**config.mk**
```make
export PLATFORM = sky130hd
export DESIGN_NAME = rrf_commit
export DESIGN_NICKNAME = d
export VERILOG_FILES = /design/src/rtl/rrf_commit_pkg.sv /design/src/rtl/rrf_commit_rrat_table.sv /design/src/rtl/rrf_commit.sv
export SDC_FILE = /design/constraint.sdc
export NUM_CORES = 1
export LEC_CHECK = 0
export ABC_AREA = 1
export ABC_CLOCK_PERIOD_IN_PS = 22600
export CAP_MARGIN = 20
export CORE_MARGIN = 2
export CORE_UTILIZATION = 45
export DETAILED_ROUTE_END_ITERATION = 7
export HOLD_SLACK_MARGIN = 0.05
export MAX_ROUTING_LAYER = met4
export PLACE_DENSITY = 0.85
export SLEW_MARGIN = 0
export SYNTH_ARGS = -nofsm -noshare
export SYNTH_HDL_FRONTEND = slang
export SYNTH_SLANG_ARGS = --single-unit
export TNS_END_PERCENT = 10
```
**constraint.sdc**
```tcl
create_clock -name clk -period 22.6 [get_ports clk]
set_input_delay 4.52 -clock clk [delete_from_list [all_inputs] [get_ports clk]]
set_output_delay 4.52 -clock clk [all_outputs]
set_load 0.005 [all_outputs]
```
**src/rtl/rrf_commit_pkg.sv**
```systemverilog
// Shared types and sizing for the in-order retirement stage.
package rrf_commit_pkg;

  localparam int unsigned NUM_ARCH_REGS = 32;
  localparam int unsigned NUM_PHYS_REGS = 64;
  localparam int unsigned PHYS_IDX_W    = $clog2(NUM_PHYS_REGS);
  localparam int unsigned ARCH_IDX_W    = $clog2(NUM_ARCH_REGS);
  localparam int unsigned XLEN          = 32;
  localparam int unsigned CNT_W         = 64;

  typedef enum logic {
    RUN   = 1'b0,
    FLUSH = 1'b1
  } commit_state_t;

  // ROB head view presented to the commit stage.
  typedef struct packed {
    logic                  is_empty;
    logic                  commit;
    logic                  regf_we;
    logic [ARCH_IDX_W-1:0] rd_arch;
    logic [PHYS_IDX_W-1:0] rd_phys;
    logic                  is_branch;
    logic [XLEN-1:0]       pred_pc;
    logic [XLEN-1:0]       calc_pc;
  } rob_head_t;

endpackage

```
**src/rtl/rrf_commit_rrat_table.sv**
```systemverilog
// Retirement RAT: arch-indexed phys map, one read and one write port,
// identity on reset, flat snapshot for the rename-stage restore.
module rrf_commit_rrat_table
  import rrf_commit_pkg::*;
(
  input  logic                                clk,
  input  logic                                rst,
  input  logic [ARCH_IDX_W-1:0]               rd_idx,
  output logic [PHYS_IDX_W-1:0]               rd_data,
  input  logic                                we,
  input  logic [ARCH_IDX_W-1:0]               wr_idx,
  input  logic [PHYS_IDX_W-1:0]               wr_data,
  output logic [NUM_ARCH_REGS*PHYS_IDX_W-1:0] snapshot
);

  logic [PHYS_IDX_W-1:0] map_q [NUM_ARCH_REGS];

  always_ff @(posedge clk or posedge rst) begin
    if (rst) begin
      for (int i = 0; i < NUM_ARCH_REGS; i++) begin
        map_q[i] <= PHYS_IDX_W'(i);
      end
    end else if (we) begin
      map_q[wr_idx] <= wr_data;
    end
  end

  assign rd_data = map_q[rd_idx];

  for (genvar g = 0; g < NUM_ARCH_REGS; g++) begin : g_snap
    assign snapshot[g*PHYS_IDX_W +: PHYS_IDX_W] = map_q[g];
  end

endmodule

```
**src/rtl/rrf_commit.sv**
```systemverilog
// In-order commit: retires the ROB head, updates the RRAT, frees the
// superseded phys reg and raises a one-cycle flush on a mispredict.
module rrf_commit
  import rrf_commit_pkg::*;
(
  input  logic                                clk,
  input  logic                                rst,
  input  logic                                rob_is_empty,
  input  logic                                rob_commit,
  input  logic                                rob_regf_we,
  input  logic [ARCH_IDX_W-1:0]               rob_rd_arch,
  input  logic [PHYS_IDX_W-1:0]               rob_rd_phys,
  input  logic                                rob_is_branch,
  input  logic [XLEN-1:0]                     rob_pred_pc,
  input  logic [XLEN-1:0]                     rob_calc_pc,
  input  logic                                fl_ready,
  output logic                                rob_dequeue,
  output logic                                fl_push,
  output logic [PHYS_IDX_W-1:0]               fl_push_idx,
  output logic                                flush,
  output logic [XLEN-1:0]                     redirect_pc,
  output logic [NUM_ARCH_REGS*PHYS_IDX_W-1:0] rrat_map,
  output logic [CNT_W-1:0]                    retired_cnt
);

  rob_head_t     head;
  commit_state_t state_q, state_d;
  logic          wr, go, mp;

  assign head = '{
    is_empty:  rob_is_empty,
    commit:    rob_commit,
    regf_we:   rob_regf_we,
    rd_arch:   rob_rd_arch,
    rd_phys:   rob_rd_phys,
    is_branch: rob_is_branch,
    pred_pc:   rob_pred_pc,
    calc_pc:   rob_calc_pc
  };

  // State register.
  always_ff @(posedge clk or posedge rst) begin
    if (rst) state_q <= RUN;
    else     state_q <= state_d;
  end

  // Commit qualification and next state; held in reset so nothing leaks out.
  always_comb begin
    state_d = state_q;
    wr      = head.regf_we & (head.rd_arch != '0);
    go      = 1'b0;
    mp      = 1'b0;
    unique case (state_q)
      RUN: begin
        go = ~rst & ~head.is_empty & head.commit & (~wr | fl_ready);
        mp = go & head.is_branch & (head.calc_pc != head.pred_pc);
        if (mp) state_d = FLUSH;
      end
      FLUSH: state_d = RUN;
      default: state_d = RUN;
    endcase
  end

  assign rob_dequeue = go;
  assign fl_push     = go & wr;

  // Flush pulse, redirect target and retirement counter.
  always_ff @(posedge clk or posedge rst) begin
    if (rst) begin
      flush       <= 1'b0;
      redirect_pc <= '0;
      retired_cnt <= '0;
    end else begin
      flush <= mp;
      if (mp) redirect_pc <= head.calc_pc;
      if (go) retired_cnt <= retired_cnt + CNT_W'(1);
    end
  end

  rrf_commit_rrat_table u_rrat (
    .clk      (clk),
    .rst      (rst),
    .rd_idx   (head.rd_arch),
    .rd_data  (fl_push_idx),
    .we       (go & wr),
    .wr_idx   (head.rd_arch),
    .wr_data  (head.rd_phys),
    .snapshot (rrat_map)
  );

endmodule
```
==> impl_metrics.json <==
{
  "setup_slack_ns": 10.01,
  "fin_skew_ns": 0.01948,
  "cp_cell_sequence": "clkdlybuf4s50_1 > inv_8 > nand2_1 > nor3_1 > nand2_2 > clkinv_2 > nand2_8 > inv_1 > clkdlybuf4s50_1",
  "maxCapViolCount": 0,
  "regArea_um2": 7332,
  "die_w_um": 186.6,
  "synthMostInstantiatedCell": "nand2_1",
  "drive_gt1_share_pct": 9.332,
  "setup_violations": 0,
  "hold_viol_final": 0,
  "cp_top_family": "buffers and inverters",
  "multi_input_area_um2": 6794,
  "die-area_um2": 34820,
  "routabilityCongestion": 0.9484,
  "slew_violations": 0,
  "fmax_mhz": 79.43,
  "yosysSeqAreaShare_pct": 48.87,
  "synth_edf_count": 0,
  "finish.utilization_pct": 61.62,
  "vias": 15080,
  "hpwl_um": 35800,
  "h-tree-depth": 2,
  "async_flop_share_pct": 100.0,
  "pin_count": 379,
  "ant_nets": 0,
  "synth_top_area_share_pct": 34.86,
  "crit_buf_inv": 5,
  "synth_common_cells": "nand2_1, dfrtp_1, o21ai_1, inv_1, a22oi_1",
  "clock-root-buffer": "clkbuf_16",
  "period_needed_ns": 12.59,
  "powerDensity_nw_per_um2": 65.80,
  "cp-end-kind": "primary output",
  "yosys.area.top_type": "dfrtp_1",
  "grt_max_degree": 142,
  "io_buffers": 378,
  "grt_overflow": 0,
  "grt_usage_pct": 29.58,
  "core_area_um2": 32700,
  "path_max_fanout": 141,
  "ys.flop_type": "dfrtp_1",
  "dp_slack_ns": 9.999,
  "grt_pass1_wl_um": 80590,
  "crit_arrival_ns": 8.07,
  "grt_pass1_vias": 14610,
  "tritoncts": "done",
  "ys_seq_elements": 289,
  "cp_common_cell": "clkdlybuf4s50_1",
  "critPathLaunchType": "input port",
  "p_leak_nw": 9.410,
  "clkLatencyLatePin_ns": 0.51,
  "drcViolationCount": 0,
  "cp.required_ns": 18.08,
  "worstMarginPinSlew_ns": 1.030,
  "rows": 66,
  "cpMaxStageDelayCell": "nand2_8",
  "critPathKind": "in2out",
  "avgSynthCellArea_um2": 7.892,
  "finalCritPeriodShare_pct": 55.71,
  "clk_path_buf_depth": 3,
  "synth_area_leaders": "dfrtp_1, nand2_1, dfstp_2",
  "grt_antenna_before_repair": 0,
  "status": "finished, final reports clean",
  "r2r_slack_ns": 19.04,
  "fillers": 2752,
  "wire_per_inst_um": 18.88,
  "peakVddDrop_mv": 0.04251,
  "dieHeight_um": 186.6,
  "initial_core_util_pct": 45.88,
  "fin_cells": 2703,
  "relSlewSlack_pct": 31.34,
  "totalWireLength_um": 51020,
  "synthToLayoutAreaGrowth_pct": 34.31,
  "yosysWarnings": 0,
  "drtIter0Drc": 1461,
  "viasPerCell": 5.580,
  "cts_buffers": 34,
  "hp-class": "reg2reg",
  "syn-cell-area_um2": 15000,
  "place_inst": 2643,
  "diodes": 0,
  "slowest_delay_ns": 0.54,
  "fin_nets": 2321,
  "cts.repair.resized": 0,
  "rsz0062_at_grt": "no",
  "ys_types": 30,
  "cts_setup_buffers": 0,
  "synthCells": 1901,
  "ctsHoldBuffers": 0,
  "firstDrtPassIters": 5,
  "synth_nets": 1984,
  "clk_pin_slew_ns": 0.06,
  "clock-sinks": 289,
  "fin_setup_tns_ns": 0
}
==> worst paths after layout <==
| check | from | cells past startpoint | to |
|---|---|---|---|
| min in group asynchronous | rst | 2 | u_rrat.snapshot[50] |
| worst min-delay path | u_rrat.snapshot[4] | 0 | u_rrat.snapshot[4] |
| worst max register to register | flush | 8 | u_rrat.snapshot[135] |
| worst min register to register | u_rrat.snapshot[4] | 0 | u_rrat.snapshot[4] |
| max in group asynchronous | rst | 4 | redirect_pc[29] |
| worst max-delay path | rst | 9 | fl_push |
==> layout make-up <==
| cell class | count | area share, % |
|---|---|---|
| clock buffers | 44 | 4.806 |
| clock inverters | 15 | 1.111 |
| inverters | 109 | 2.074 |
| multi-input cells | 1415 | 33.72 |
| flip-flops and latches | 289 | 36.39 |
| well taps | 442 | 2.744 |
| repair buffers | 389 | 19.16 |
==> per-layer routing <==
| layer | GRT usage (%) | routed length [um] | up-vias |
|---|---|---|---|
| met5 | - | 0 | - |
| met4 | 16.45 | 3236 | 0 |
| met3 | 4.871 | 4764 | 199 |
| met2 | 45.44 | 23330 | 893 |
| met1 | 37.41 | 19700 | 7141 |
| li1 | - | - | 6849 |
==> cells in the final DEF (no fill, tap or decap), types with 10 or more instances in the layout <==
master	instances
inv_1	106
nor3_1	24
clkbuf_16	34
nand2_1	809
nor2_4	36
nand3_1	72
nor2_1	76
xor2_1	15
clkdlybuf4s50_1	373
dfrtp_1	209
nand4_1	23
xnor2_1	40
o21ai_1	120
buf_4	10
o21ai_0	70
dfstp_2	80
a22oi_1	96
==> worst register-to-register path, cell delays in order (launching register included) <==
cell and delay (ns):
dfrtp_1 0.37, nor3_1 0.09, nand2_2 0.43, clkinv_2 0.41, nand2_8 0.78, buf_4 1.04, nor2_4 0.14, nand2_1 0.11
nand2_1 0.07
==> power breakdown <==
group,switching (mW),internal (mW)
logic,0.0836,0.0830
registers,0.0268,0.552
clock network,0.221,0.360
total,0.331,0.995
==> state kept, by name, indices dropped and copies added, names as in the netlist <==
register	flops
u_rrat.snapshot	192
retired_cnt	64
redirect_pc	32
flush	1
==> cells by family after synthesis <==
group	Yosys count	share of synthesized area, %
compound gates	294	11.54
simple gates	1065	30.21
flops	289	48.87
xor+xnor	55	3.211
fa+ha+maj	1	0.08338
buf+inv	197	6.088
==> metrics by stage <==
| stage | hold WS (ns) | instance area, um^2 | power, mW |
|---|---|---|---|
| after floorplan | 0.4654 | 15000 | 0.6452 |
| after CTS | 0.4117 | 20120 | 1.333 |
| after detailed placement | 0.3968 | 18930 | 0.7519 |
| final | 0.4122 | 20150 | 1.326 |
| after global routing | 0.4260 | 20150 | 1.375 |
| after global placement | 0.3872 | 18930 | 0.7456 |
Note: power is estimated with default switching activity, not from simulation.
==> RTL change 1 (config.mk and constraints unchanged) <==
Make the reset (`rst`) synchronous in 3 clocked blocks.
--- a/src/rtl/rrf_commit_rrat_table.sv
+++ b/src/rtl/rrf_commit_rrat_table.sv
@@ -17,3 +17,3 @@
 
-  always_ff @(posedge clk or posedge rst) begin
+  always_ff @(posedge clk) begin
     if (rst) begin
--- a/src/rtl/rrf_commit.sv
+++ b/src/rtl/rrf_commit.sv
@@ -41,3 +41,3 @@
   // State register.
-  always_ff @(posedge clk or posedge rst) begin
+  always_ff @(posedge clk) begin
     if (rst) state_q <= RUN;
@@ -67,3 +67,3 @@
   // Flush pulse, redirect target and retirement counter.
-  always_ff @(posedge clk or posedge rst) begin
+  always_ff @(posedge clk) begin
     if (rst) begin
Formal check against the unedited RTL: differs if rst is asserted again (counterexample within 4 cycles, from zero or initial values and one cycle with rst high); with rst held inactive, the same outputs for 4 cycles.
==> RTL change 1 against the unedited design <==
The run now ends with design-rule violations left. Sequential cell count unchanged. Routed wire length increased by 3.6%. Global-route usage increased by 2.4 points. Total power shrank 5.7%. Setup slack better by 560 ps. Utilization rose by 0.20 points. Hold slack better by 66 ps. Synthesized area is 5.3% lower. Die area is 5.2% lower. Non-clock buffer count grew 1. Design area fell by 3.9%. Combinational power decreased by 20%. Synthesized cell count down 12%. Critical endpoint unchanged. Largest cell class unchanged.
==> RTL change 1: results (changes against the unedited design) <==
INFO  synth          synth_flop_cell=sky130_fd_sc_hd__edfxtp_1
INFO  outcome        failed_checks=design-rule violations
INFO  synth          post_synth_most_frequent_cells=sky130_fd_sc_hd__nand2_1 (368), sky130_fd_sc_hd__nor2_1 (295), sky130_fd_sc_hd__edfxtp_1 (192), sky130_fd_sc_hd__inv_1 (158), sky130_fd_sc_hd__a21oi_1 (102)
INFO  layout         post_route_cells_drive_above_1_share=6.35% [-3.0 points]
INFO  global_routing maximum_number_of_pins_on_one_net_before_global_route_repair=94 [-34%]
INFO  critical_path  cp-startpoint=rob_rd_arch[1]
INFO  global_routing via_count_of_the_first_global_routing_pass=13400 [-8.6%]
INFO  routing        drt-initial-drc-count=1731 [+18%]
INFO  sta            period_minus_slack=12030ps [-558 ps]
INFO  critical_path  crit-reg2reg-launch=state_q
INFO  synth          synthArstFlopShare=0% [-100 points]
INFO  clock_network  cts_buf_count=31 [-8.8%]
INFO  pwr            worst_ir_drop_vdd=0.0000620V [+46%]
INFO  placement      finalWeightedCongestion=1.02 [+7.6%]
INFO  global_routing grt_antenna_before_repair=2 [+2]
INFO  critical_path  end_of_the_worst_register_to_register_path=u_rrat.map_q[6][2]
INFO  global_routing globalRouteTotalUtil=32.0% [+2.4 points]
INFO  outcome        outcome=finished, violations left
INFO  pwr            p_leak=7.26nW [-23%]
INFO  global_routing grt_first_pass_wirelength=78300microns [-2.8%]
INFO  layout         num-nets-final=2121 [-8.6%]
INFO  synth          yosysSeqAreaShare=54.3% [+5.4 points]
INFO  clock_network  clock_network_latency_to_the_later_pin_of_the_worst_skew_pair=570ps [+60 ps]
INFO  placement      dpl_worst_slack=10570ps [+575 ps]
INFO  layout         fill_cells=2572 [-6.5%]
INFO  critical_path  ff2ff_setup_slack=19570ps [+530 ps]
INFO  routing        drt-total-wl=52900microns [+3.6%]
INFO  synth          synth_edf_count=192 [+192]
INFO  synth          netlist_top_cells_area=sky130_fd_sc_hd__edfxtp_1 (41%), sky130_fd_sc_hd__dfxtp_1 (14%), sky130_fd_sc_hd__nand2_1 (9.7%), sky130_fd_sc_hd__nor2_1 (7.8%), sky130_fd_sc_hd__a22oi_1 (5.1%)
INFO  clock_network  cts_htree_levels=1 [-1]
INFO  critical_path  ff2ff_path_depth=7 [-1]
INFO  critical_path  worst-endpoint-arrival=7510ps [-560 ps]
INFO  routing        route.detailed.drc=4 [+4]
INFO  critical_path  path_max_fanout=50 [-65%]
INFO  routing        drt_first_pass_iters=8 [+3]
## RTL change 1: changes by cell type after synthesis, sizes merged, moves of 102 or more
cell	unedited run	this run
a21oi	0	102
dfrtp	209	0
edfxtp	0	192
nand2	812	378
nor2	119	316
o21ai	190	19
## RTL change 1: cell families after synthesis
family / synth area share [%]
xor gates and xnor gates: 2.03
adders and majority gates: 0.0881
buffers and inverters: 7.06
DFF: 54.3
AOI/OAI and AO/OA: 9.58
other: 0.0264
and+or+nand+nor: 27.0
## RTL change 1: worst min path at each step
stage,start,to,cells past startpoint
floorplan,retired_cnt[0],retired_cnt[0],1
global placement,redirect_pc[6],redirect_pc[6],2
detailed placement,redirect_pc[2],redirect_pc[2],2
CTS,redirect_pc[2],redirect_pc[2],2
global route,redirect_pc[9],redirect_pc[9],2
finish,redirect_pc[2],redirect_pc[2],2
## RTL change 1: layout make-up
class	instances	area share, %
sequential	289	39.8
multi-input combinational	1144	28.6
timing repair buffer	390	20.1
clock buffer	38	4.19
inverter	182	3.59
tap	402	2.60
clock inverter	19	1.03
antenna	2	0.0259
## RTL change 1: through the flow
stage | power (mW) | instances | hold slack (ps) | area, sq um | util, %
after detailed placement | 0.746 | 2405 | 471 | 18300 | 58.4
final | 1.25 | 2466 | 479 | 19400 | 61.8
after global routing | 1.28 | 2466 | 510 | 19400 | 61.8
after global placement | 0.744 | 2405 | 459 | 18300 | 58.4
after CTS | 1.25 | 2462 | 484 | 19300 | 61.7
after floorplan | 0.655 | 1686 | 474 | 14200 | -
## RTL change 1: metal layers
metal	share of wire [%]	track usage, %
met5	0	-
met4	6.3	17.1
met3	12	7.08
met2	46	51.6
met1	35	37.4
## RTL change 1: power breakdown
group	internal, mW	total (mW)	switching (mW)
combinational	0.0667	0.134	0.0674
clock	0.291	0.511	0.220
sequential	0.584	0.605	0.0214
## RTL change 1: critical path: stages
cell	delay (ps)
sky130_fd_sc_hd__clkdlybuf4s50_1	550
sky130_fd_sc_hd__nor2_4	140
sky130_fd_sc_hd__buf_4	510
sky130_fd_sc_hd__nand2_2	130
sky130_fd_sc_hd__nand3_2	110
sky130_fd_sc_hd__nand2_4	200
sky130_fd_sc_hd__inv_4	460
sky130_fd_sc_hd__nand2_4	200
sky130_fd_sc_hd__inv_6	160
sky130_fd_sc_hd__clkdlybuf4s50_1	510
==> RTL change 2 (same flow settings) <==
Made on the original files. `NUM_ARCH_REGS`: 32 -> 64.
--- a/src/rtl/rrf_commit_pkg.sv
+++ b/src/rtl/rrf_commit_pkg.sv
@@ -3,3 +3,3 @@
 
-  localparam int unsigned NUM_ARCH_REGS = 32;
+  localparam int unsigned NUM_ARCH_REGS = 64;
   localparam int unsigned NUM_PHYS_REGS = 64;
Ports: changed (resized rob_rd_arch and rrat_map); port bits go from 379 to 572. No check against the original RTL was run, so the function may have changed too.
==> RTL change 2 against the unedited design <==
Count of clock-buffer cells in the layout grew 32. Routed wire length grew 94%. Sequential power increased by 61%. Combinational power is 32% higher. Die area rose by 67%. Design area up 66%. Register-to-register slack got worse by 150 ps. Total power is 58% higher. Final cell count up 77%. Setup slack better by 58 ps. Clock skew decreased by 1.7 ps. Synthesized area is 69% higher. Sequential cell count increased by 192. Critical endpoint unchanged. Largest power group unchanged.
==> RTL change 2: results (changes against the unedited design) <==
INFO  synth          synthXorXnorAreaFrac=2.28% [-0.93 points]
INFO  layout         layout.non_clock_buffers=605 [+56%]
INFO  layout         clock_buffers=76 [+73%]
INFO  routing        metal1_wirelength=37800microns [+92%]
INFO  global_routing via_count_of_the_first_global_routing_pass=24600 [+68%]
INFO  layout         num-nets-final=4083 [+76%]
INFO  global_routing maximum_number_of_pins_on_one_net_before_global_route_repair=172 [+21%]
INFO  sta            finClkSkew=17.7ps [-1.75 ps]
INFO  placement      hpwlAfterDp=67600microns [+89%]
INFO  placement      buffer_ports.inserted=571 [+51%]
INFO  routing        routed-wl-met3=10900microns [+130%]
INFO  pwr            worst_ir_drop_vdd=0.0000580V [+36%]
INFO  layout         bufAreaShareNonClock=17.9% [-1.3 points]
INFO  routing        drt-vias-per-instance=5.51 [-1.3%]
INFO  synth          post_synth_most_frequent_cells=sky130_fd_sc_hd__nand2_1 (1887), sky130_fd_sc_hd__o21ai_0 (426), sky130_fd_sc_hd__dfrtp_1 (289), sky130_fd_sc_hd__dfstp_2 (192), sky130_fd_sc_hd__clkbuf_1 (142)
INFO  placement      total_cell_area_at_the_placement_stage=31500squm [+66%]
INFO  critical_path  crit_path_top_delay_cell=sky130_fd_sc_hd__inv_8
INFO  synth          post_synth_fa_ha_maj_area_fraction=0.0494% [-0.034 points]
INFO  pwr            p_leak=15.7nW [+67%]
INFO  outcome        outcome=complete, no violations
INFO  layout         multi_input_comb_area=12000squm [+76%]
INFO  synth          yosysSeqAreaShare=48.5% [-0.37 points]
INFO  layout         post_route_cells_drive_above_1_share=10.2% [+0.91 points]
INFO  layout         fin_util=60.4% [-1.2 points]
INFO  layout         insertedDiodeCount=3 [+3]
INFO  global_routing globalRouteTotalUtil=34.2% [+4.6 points]
INFO  critical_path  worst-endpoint-arrival=8010ps [-60 ps]
INFO  placement      finalWeightedCongestion=0.974 [+2.7%]
INFO  placement      dpl.cell_count=4690 [+77%]
INFO  placement      dpl_worst_slack=10020ps [+18.6 ps]
INFO  synth          synth-compound-area-share=10.3% [-1.2 points]
INFO  layout         fill_cells=4818 [+75%]
INFO  routing        drt_first_pass_iters=6 [+1]
INFO  routing        drt-total-wl=98900microns [+94%]
INFO  global_routing use_met1=43.1% [+5.7 points]
RTL change 2: cell count changes after synthesis, sizes merged, moves of 93 or more:
cell and delta:
a22oi -96, clkbuf +93, dfstp +112, a21oi +96, o21ai +236, nand2 +1078
RTL change 2: path summary, 6_finish.rpt:
path	from	endpoint	slack [ps]	depth (start not counted)
hold / removal	u_rrat.snapshot[0]	u_rrat.snapshot[0]	450	0
min in group asynchronous	rst	u_rrat.snapshot[52]	4470	2
setup / recovery	rst	fl_push	10070	9
hold reg to reg	u_rrat.snapshot[0]	u_rrat.snapshot[0]	450	0
setup reg to reg	flush	u_rrat.snapshot[316]	18890	9
max in group asynchronous	rst	u_rrat.snapshot[94]	15940	4
RTL change 2: where the power goes:
part	internal, mW	leakage [nW]	switching [mW]	total [mW]
Sequential	0.899	5.95	0.0293	0.929
Clock	0.576	0.949	0.371	0.947
Combinational	0.0900	8.85	0.130	0.220
Total	1.57	15.7	0.530	2.10
